**config.mk**
```make
export PLATFORM = sky130hd
export DESIGN_NAME = sync_arbiter
export DESIGN_NICKNAME = d
export VERILOG_FILES = /design/src/rtl/sync_arbiter.sv
export SDC_FILE = /design/constraint.sdc
export NUM_CORES = 1
export LEC_CHECK = 0
export CORE_UTILIZATION = 47
export DETAILED_ROUTE_END_ITERATION = 10
export HOLD_SLACK_MARGIN = 0.15
export PLACE_DENSITY_LB_ADDON = 0.08
export SYNTH_ARGS = -nofsm -noshare
export SYNTH_HDL_FRONTEND = slang
export SYNTH_SLANG_ARGS = --single-unit
export TNS_END_PERCENT = 1
```
**constraint.sdc**
```tcl
create_clock -name clk -period 1.75 [get_ports clk]
set_clock_uncertainty 0.05 [all_clocks]
set_input_delay 0.4375 -clock clk [delete_from_list [all_inputs] [get_ports clk]]
set_output_delay 0.4375 -clock clk [all_outputs]
set_load 0.005 [all_outputs]
```
**src/rtl/sync_arbiter.sv**
```systemverilog
// Round-robin arbiter serialising N asynchronous four-phase requesters onto a
// single downstream four-phase channel. Inputs are synchronised internally;
// every output is registered on clk.
module sync_arbiter #(
    parameter int unsigned N           = 4,
    parameter int unsigned SYNC_STAGES = 2,
    localparam int unsigned W          = (N > 2) ? $clog2(N) : 1
) (
    input  logic         clk,
    input  logic         reset_n,
    input  logic [N-1:0] req,
    output logic [N-1:0] ack,
    output logic         r0,
    input  logic         a0,
    output logic [W-1:0] grant_idx,
    output logic         busy,
    output logic         err
);

    typedef enum logic [1:0] {
        StIdle    = 2'd0,
        StReq     = 2'd1,
        StActive  = 2'd2,
        StRelease = 2'd3
    } state_t;

    state_t               state;
    logic   [W-1:0]       ptr;
    logic   [W-1:0]       g;

    logic   [N-1:0]       req_sync [SYNC_STAGES];
    logic   [SYNC_STAGES-1:0] a0_sync;
    logic   [N-1:0]       req_s;
    logic                 a0_s;

    logic                 win_valid;
    logic   [W-1:0]       win_idx;
    logic   [W-1:0]       ptr_next;

    // Synchroniser chains for every asynchronous handshake input.
    always_ff @(posedge clk) begin
        if (!reset_n) begin
            for (int i = 0; i < SYNC_STAGES; i++) begin
                req_sync[i] <= '0;
            end
            a0_sync <= '0;
        end else begin
            req_sync[0] <= req;
            for (int i = 1; i < SYNC_STAGES; i++) begin
                req_sync[i] <= req_sync[i-1];
            end
            a0_sync <= {a0_sync[SYNC_STAGES-2:0], a0};
        end
    end

    assign req_s = req_sync[SYNC_STAGES-1];
    assign a0_s  = a0_sync[SYNC_STAGES-1];

    // Round-robin pick: first set bit scanning from ptr upward with wrap mod N.
    // Scanning the offsets downward lets the smallest offset win last.
    always_comb begin
        win_valid = 1'b0;
        win_idx   = '0;
        for (int k = N - 1; k >= 0; k--) begin
            int unsigned idx;
            idx = (int'(ptr) + k) % N;
            if (req_s[idx]) begin
                win_valid = 1'b1;
                win_idx   = W'(idx);
            end
        end
    end

    // Pointer advances past the owner being released, wrapping for any N.
    always_comb begin
        ptr_next = (g == W'(N - 1)) ? '0 : g + 1'b1;
    end

    // Handshake FSM with registered outputs; a protocol violation only flags err.
    always_ff @(posedge clk) begin
        if (!reset_n) begin
            state <= StIdle;
            ptr   <= '0;
            g     <= '0;
            r0    <= 1'b0;
            ack   <= '0;
            busy  <= 1'b0;
            err   <= 1'b0;
        end else begin
            case (state)
                StIdle: begin
                    if (a0_s) begin
                        err <= 1'b1;
                    end else if (win_valid) begin
                        g     <= win_idx;
                        r0    <= 1'b1;
                        busy  <= 1'b1;
                        state <= StReq;
                    end
                end
                StReq: begin
                    if (!req_s[g]) begin
                        err <= 1'b1;
                    end else if (a0_s) begin
                        ack   <= N'(1) << g;
                        state <= StActive;
                    end
                end
                StActive: begin
                    if (!a0_s) begin
                        err <= 1'b1;
                    end else if (!req_s[g]) begin
                        r0    <= 1'b0;
                        state <= StRelease;
                    end
                end
                StRelease: begin
                    if (!a0_s) begin
                        ack   <= '0;
                        busy  <= 1'b0;
                        ptr   <= ptr_next;
                        state <= StIdle;
                    end
                end
                default: begin
                    r0    <= 1'b0;
                    ack   <= '0;
                    busy  <= 1'b0;
                    state <= StIdle;
                end
            endcase
        end
    end

    assign grant_idx = g;

endmodule
```
=== Word-level counts from Yosys, hierarchy flattened ===
Memory sizes are Yosys's and may differ from the RTL's.
Index checks and enable logic that the tools add are counted.

* Flip-flop bits (word level): 15
* Bits in writable memories: 8
* Input bits: 7
* Output and inout bits: 9
* Logic and storage cells: 94
* Memories: 1

{| class="wikitable"
|+ Memories
! name !! words !! width !! read ports !! clocked after Yosys merged registers in !! write ports !! RTL line !! source
|-
| req_sync || 2 || 4 || 2 || 0 || 2 || 31 || <nowiki>logic [N-1:0] req_sync [SYNC_STAGES];</nowiki>
|}

* Add/sub/neg operators: 4
* $lt $le $gt $ge: 5
* Equality and inequality tests: 14
* Shift operators: 1
* Muxes and demuxes: 46
* Bitwise logic cells: 3
* Reductions and logical operators: 12

{| class="wikitable"
|+ Operators with widths
! kind !! count
|-
| 2-bit two-way mux || 12
|-
| 4-bit two-way mux || 5
|-
| 2-bit inequality test, second input constant || 10
|-
| 1-bit two-way mux || 19
|-
| 2-bit by 3-bit less-than comparator with 1-bit output, second input constant || 5
|-
| 4-bit AND reduction || 3
|-
| 1-bit binary-select mux with 2-bit select || 5
|-
| 2-bit case mux with 4 select lines || 1
|-
| 4-bit case mux with 2 select lines || 1
|-
| 7-bit AND reduction || 1
|-
| 2-bit == test, second input constant || 3
|-
| 2-bit nonzero test || 3
|-
| 5-bit AND reduction || 1
|-
| 2-bit by 1-bit adder with 2-bit output, second input constant || 2
|-
| 2-bit adder, second input constant || 2
|-
| 1-bit case mux with 2 select lines || 2
|-
| 1-bit by 2-bit << shifter with 4-bit output, first input constant || 1
|-
| 1-bit case mux with 3 select lines || 1
|-
| 3-bit AND reduction || 1
|-
| 3-bit nonzero test || 1
|-
| 2-bit by 1-bit == test with 1-bit output, second input constant || 1
|-
| 2-bit zero test || 1
|-
| 1-bit bitwise OR || 2
|-
| 2-bit AND reduction || 1
|-
| 1-bit NOT || 1
|}

=== Logic depth before layout (Yosys ltp) ===
Gate-level depths: netlist of the first run.

* Word-level depth: 10
* Depth in mapped cells: 6
* Gate-level depth less buffers: 6

=== Worst setup path before layout of the first run ===
OpenSTA, ideal clock, no wires.

* Kind: reg2reg
* Start: reg g[0] (netlist: grant_idx[0])
* End: reg state[0]
* Setup time: 0.072 ns
* Arrival time: 1.611 ns
* Data required time: 1.628 ns
* Path slack: 0.018 ns
* Cell stages (with the launch flop): 5
* Path buffers: 0
* Period minus slack after synthesis: 1.732 ns
* Cells stage by stage: dfxtp_1 > mux4_2 > nand3b_4 > a211oi_2 > mux2i_1

* Longest elaborated chain between the ends: 4
* Elaborated cells between the ends (all ways): 5
* Classes of those cells: eq/ne: 2; mux: 2; reduce/logical: 1

{| class="wikitable"
|+ Ends and longest elaborated chain
! what !! RTL line !! source
|-
| start, declared || 29 || <nowiki>logic [W-1:0] g;</nowiki>
|-
| start signal, assigned || 95 || <nowiki>g <= win_idx;</nowiki>
|-
| 1-bit binary-select mux with 2-bit select * || 102, 112 ||
|-
| 1-bit two-way mux (implied by the code) * || 102, 112 ||
|-
| 2-bit inequality test (no line) || - ||
|-
| 7-bit AND reduction (no line) * || - ||
|-
| end signal, assigned || 106 || <nowiki>state <= StActive;</nowiki>
|-
| end signal, assigned || 114 || <nowiki>state <= StRelease;</nowiki>
|-
| end signal, assigned || 122 || <nowiki>state <= StIdle;</nowiki>
|-
| end, declared || 27 || <nowiki>state_t state;</nowiki>
|}

Every way passes the cells marked *; elsewhere a longest branch is shown, timed or not. The select of a mux whose other input is x is not followed.
A chain may end at the register's enable or synchronous reset.

=== Worst setup path after layout of the first run ===
* Start: reg g[0] (netlist: grant_idx[0])
* End: reg r0

* Longest elaborated chain between the ends: 4

{| class="wikitable"
|+ Ends and longest elaborated chain
! what !! RTL line !! source
|-
| 1-bit binary-select mux with 2-bit select || 112 || <nowiki>end else if (!req_s[g]) begin</nowiki>
|-
| 1-bit two-way mux (implied by the code) || 112 ||
|-
| 2-bit inequality test (no line) || - ||
|-
| 5-bit AND reduction (no line) || - ||
|-
| end signal, assigned || 96 || <nowiki>r0 <= 1'b1;</nowiki>
|-
| end signal, assigned || 113 || <nowiki>r0 <= 1'b0;</nowiki>
|-
| end signal, assigned || 126 || <nowiki>r0 <= 1'b0;</nowiki>
|-
| end, declared || 13 || <nowiki>output logic r0,</nowiki>
|}

Every way passes these cells. The select of a mux whose other input is x is not followed.

==> results.toml, run 1 <==
[global_route]
grt_pass1_wl_mm = 3.15
grt-busiest-layer = "met2"
grt_max_degree = 14
met2_usage = 0.276
grtUsageMet3 = 0.0370
grt_usage = 0.169
antenna_found_initial = 0
overflow = 0
grt_pass1_vias = 742
met1_usage = 0.210

[logic_synthesis]
synth_cells = 114
yosys-top-cells-area = "dfxtp_1 42%, ha_1 9.2%, and2_1 7.5%"
synth_edf_count = 0
synth.most_common_cell = "dfxtp_1"
yosys.area_share.simple = 0.229
synth_compound_gate_area_share = 0.157
ys_types = 30
synthTopCellsByCount = "23 x dfxtp_1, 13 x and2_1, 12 x nand2_1, 8 x ha_1, 8 x inv_1"
synth-main-ff-cell = "dfxtp_1"
synth_nets = 129
synthAdderAreaFrac = 0.0924
yosysTopAreaCellShare = 0.425
yosys.area.top_type = "dfxtp_1"
synth.avg_cell_area_um2 = 9.50
synth-xor-area-share = 0
synthArstFlopShare = 0
synth_area_um2 = 1080
synth_seq_cells = 23
yosysWarnings = 0
synth_top_family_by_area = "simple AND/OR/NAND/NOR gates"
synth.yosys.seq_area_share = 0.425
muxShareOfSynthArea = 0.0485

[floorplanning]
core_um2 = 2190
rows = 17
io_pins = 16
die_area_um2 = 2500
die_h_um = 50.0
die_x_um = 50.0
start_util = 0.495

[layout]
area_growth_pct = 25.2
drive_gt1_frac = 0.152
diodes = 0
utilization = 0.619
nets = 154
stdcell_area_um2 = 1360
fill_cells = 195

[clock_network]
max-clock-path-buffers = 2
cts_tree = "yes"
clkSinkCount = 23
hold_buffers = 0
cts_buffers = 3
htreeDepth = 1
clk_latency_ns = 0.31
cts-root-buf = "clkbuf_4"
clk_pin_slew_ns = 0.12

[min_path]
hold_path.startpoint = "req_sync[0][2]"
hp-class = "flip-flop to flip-flop"

[timing]
finalSetupViolCount = 1
fin_ws_ns = -0.0105
fin_tns_setup_ns = -0.0105
maxSlewViolCount = 0
rsz0062_at_grt = "yes"
tightest_slew_ns = 0.387
period_needed_ns = 1.76
fmax_ghz = 0.568
fin_crit_sh = 1.01
hold_viol = 0
relSlewSlack = 0.742

[drt]
drtIter0Drc = 17
wl_per_cell_um = 11.9
drc = 0
drt_pass1_iterations = 4
dr_total_vias = 867
totalWireLength_mm = 1.98
antenna_left = 0
vias_per_cell = 5.22

[critical_path]
arrival_ns = 1.94
critPathRequiredTime_ns = 1.93
worstReg2RegStart = "grant_idx[0]"
cp_max_fo = 4
crit_start = "grant_idx[0]"
start_kind = "flip-flop"
crit_type = "flip-flop to flip-flop"
worstSetupEndpointType = "flip-flop"

[place]
io_buffers = 15
dpl-instance-area_um2 = 1280
place.gp.congestion = 0.901
dp_hpwl_mm = 1.42

[power_and_ir_drop]
power_w = 0.00143
power_leakage_nw = 0.569
ir_drop_mv = 0.900
powerDensity_nw_per_um2 = 1060

[run_status]
outcome = "finished, violations left"
violations = "negative setup slack"

[flow_run]
drv_cap = 0
[metrics by stage]
stage | setup WS, ns | cells | hold WS [ns]
after detailed placement | -0.0571 | 159 | 0.368
after global routing | -0.0570 | 166 | 0.410
final | -0.0105 | 166 | 0.391
after floorplan | 0.0176 | 114 | 0.362
after CTS | -0.0102 | 163 | 0.401
after global placement | 0.0594 | 159 | 0.366
[routing by layer]
layer	wire (µm)	up-vias
li1	-	441
met1	893	390
met2	942	29
met3	93	7
met4	46	0
met5	0	-
[cells in the final DEF, fill, tap and decap left out, drive strengths merged, types with 2 or more instances in the layout]
cell type,synthesis,layout
mux2i,3,3
clkdlybuf4s50,0,14
o21ai,6,6
nand3,4,4
nand2,12,12
buf,2,8
nor3,3,3
a21boi,4,4
and2,13,13
a211o,2,2
dfxtp,23,23
o221ai,3,3
ha,8,8
o21a,2,2
nor2,2,2
inv,8,8
clkbuf,1,4
a21oi,3,3
nor2b,4,4
[power breakdown]
part	total, W	leakage [nW]	internal (W)	switching, W
logic	0.000547	0.363	0.000296	0.000251
registers	0.000642	0.191	0.000594	0.0000471
clock network	0.000245	0.0150	0.0000892	0.000155
total	0.00143	0.569	0.000980	0.000454
[sequential cells by signal (all words and copies together) (netlist names)]
name,flops
req_sync,8
ack,4
a0_sync,2
grant_idx,2
ptr,2
state,2
busy,1
err,1
r0,1
[critical path: stages (launching register included)]
cell	delay, ns
dfxtp_2	0.36
mux4_2	0.54
buf_4	0.16
o31ai_1	0.27
o21ai_0	0.12
and2_1	0.17
[worst paths after layout]
check,endpoint,slack [ns],cells past startpoint
worst max register to register,r0,-0.01,5
worst min register to register,req_sync[0][6],0.39,1
worst max-delay path,r0,-0.01,5
worst min-delay path,req_sync[0][6],0.39,1
[what timing repair did]
action	CTS	global route
endpoints found under the setup margin	4	2
buffers inserted	0	3
gates resized for setup	5	6
pin swaps	1	1
[area by class of cell]
cell class / instances / area (µm²) / area share
Multi-Input combinational cell: 80 / 586 / 0.432
Timing Repair Buffer: 23 / 209 / 0.154
Tap cell: 28 / 35.0 / 0.0258
Sequential cell: 23 / 470 / 0.347
Inverter: 8 / 30.0 / 0.0221
Clock buffer: 4 / 26.3 / 0.0194
[cells by family (layout without fill, tap and decap cells)]
family	Yosys count	after routing
buffers and inverters	11	35
and+or+nand+nor	44	44
DFF	23	23
adders and majority gates	8	8
muxes	4	4
AOI/OAI and AO/OA	24	24
(Power assumes the default switching activity.)
==> run 2: changes to the inputs <==
--- a/config.mk
+++ b/config.mk
@@ -5,8 +5,9 @@
 export SDC_FILE = /design/constraint.sdc
 export NUM_CORES = 1
 export LEC_CHECK = 0
-export CORE_UTILIZATION = 47
+export CORE_UTILIZATION = 54
 export DETAILED_ROUTE_END_ITERATION = 10
+export DONT_BUFFER_PORTS = 1
 export HOLD_SLACK_MARGIN = 0.15
 export PLACE_DENSITY_LB_ADDON = 0.08
 export SYNTH_ARGS = -nofsm -noshare
==> results.toml, run 2 (synthesis results as in run 1) <==
[run_status]
outcome = "finished, final reports clean"

[layout]
area_growth_pct = 9.93
regMostFlops = "req_sync"
nets = 138
top_regs = "req_sync: 8 flops, ack: 4 flops"
final_cell_mix = "20 x dfxtp_1, 13 x and2_1, 12 x nand2_1, 8 x inv_1"
largest_reg_flops = 8
final_common_cell = "dfxtp_1"
diodes = 0
drive_gt1_frac = 0.156

[critical_path]
arrival_ns = 1.90
critPathRequiredTime_ns = 1.95
crit_buf_inv = 0
crit_slowest_cell = "mux4_2"
critPathTopFamily = "multiplexers"
crit_type = "flip-flop to flip-flop"
cp_max_fo = 5
start_kind = "flip-flop"
path_cells = "mux4_2 > nand3b_4 > a211oi_4 > mux2i_1"
slowest_delay_ns = 0.55
worstSetupEndpointType = "flip-flop"

[global_route]
antenna_found_initial = 0
grt_usage = 0.187
overflow = 0
grt_max_degree = 24
grt_pass1_wl_mm = 2.73
grt_pass1_vias = 650

[timing]
tightest_slew_ns = 0.391
maxSlewViolCount = 0
relSlewSlack = 0.739
rsz0062_at_grt = "yes"
period_needed_ns = 1.69
hold_viol = 0
fmax_ghz = 0.591
fin_crit_sh = 0.967
finalSetupViolCount = 0
whs_ns = 0.184

[power_and_ir_drop]
ir_drop_mv = 0.772
power_leakage_nw = 0.505
power_w = 0.00135
powerDensity_nw_per_um2 = 1140

[drt]
totalWireLength_mm = 1.81
drc = 0
antenna_left = 0
vias_per_cell = 5.27
drtIter0Drc = 3
wl_per_cell_um = 12.3
drt_pass1_iterations = 4
dr_total_vias = 775

[floorplanning]
die_h_um = 46.8
rows = 15
start_util = 0.601
die_x_um = 46.8
die_area_um2 = 2190
io_pins = 16
core_um2 = 1800

[clock_network]
cts_tree = "yes"
clkSinkCount = 23
hold_buffers = 0
clk_pin_slew_ns = 0.13
clk_latency_ns = 0.32
cts_buffers = 3
max-clock-path-buffers = 2
cts-root-buf = "clkbuf_4"
htreeDepth = 1

[place]
place.gp.congestion = 0.867
dp_hpwl_mm = 1.29
io_buffers = 0

[flow_run]
drv_cap = 0

[min_path]
hp-class = "input pin to flip-flop"
run 2: worst register-to-register path, cell delays in order (launching register included):
cell and delay (ns):
dfxtp_2 0.36, mux4_2 0.55, nand3b_4 0.19, a211oi_4 0.27, mux2i_1 0.22
run 2: timing repair:
item                                    CTS  global route
endpoints found under the setup margin    2             3
gates resized for setup                   2             4
buffers inserted                          0             2
pin swaps                                 1             1
run 2: area by class of cell:
| cell class | instances | area (µm²) |
|---|---|---|
| clock buffer | 3 | 22.5 |
| sequential | 23 | 464 |
| timing repair buffer | 7 | 52.6 |
| clock inverter | 1 | 7.51 |
| inverter | 8 | 30.0 |
| tap | 25 | 31.3 |
| multi-input combinational | 80 | 583 |
| fill | 161 | 611 |
run 2: final timing paths:
| path | startpoint | to | slack [ns] | cells after the start |
|---|---|---|---|---|
| worst max-delay path | grant_idx[0] | state[1] | 0.06 | 4 |
| worst min-delay path | reset_n | err | 0.18 | 1 |
| worst max register to register | grant_idx[0] | state[1] | 0.06 | 4 |
| worst min register to register | req_sync[0][2] | req_sync[0][6] | 0.40 | 1 |
run 2: power by group:
group	internal (W)	leakage [nW]	total, W	switching, W
Clock	0.0000874	0.0139	0.000251	0.000163
Combinational	0.000240	0.301	0.000468	0.000228
Sequential	0.000588	0.190	0.000635	0.0000466
Total	0.000915	0.505	0.00135	0.000438
run 2: through the flow:
stage,TNS [ns],cell area (µm²),util,instances,worst slack [ns]
2_1_floorplan,0,1080,-,114,0.0176
6_report,0,1190,0.661,147,0.0575
3_5_place_dp,-0.0772,1130,0.627,141,-0.0422
3_3_place_gp,0,1130,0.627,141,0.0582
4_1_cts,0,1170,0.649,145,0.00798
5_1_grt,-0.000487,1190,0.661,147,-0.000487
run 2: metal layers:
layer	vias up	GRT usage	routed length, µm	part of all wire
met3	4	0.0577	70	0.039
met2	15	0.303	821	0.45
met4	0	0.103	38	0.021
li1	408	-	-	-
met1	348	0.220	881	0.49
met5	-	0	0	0
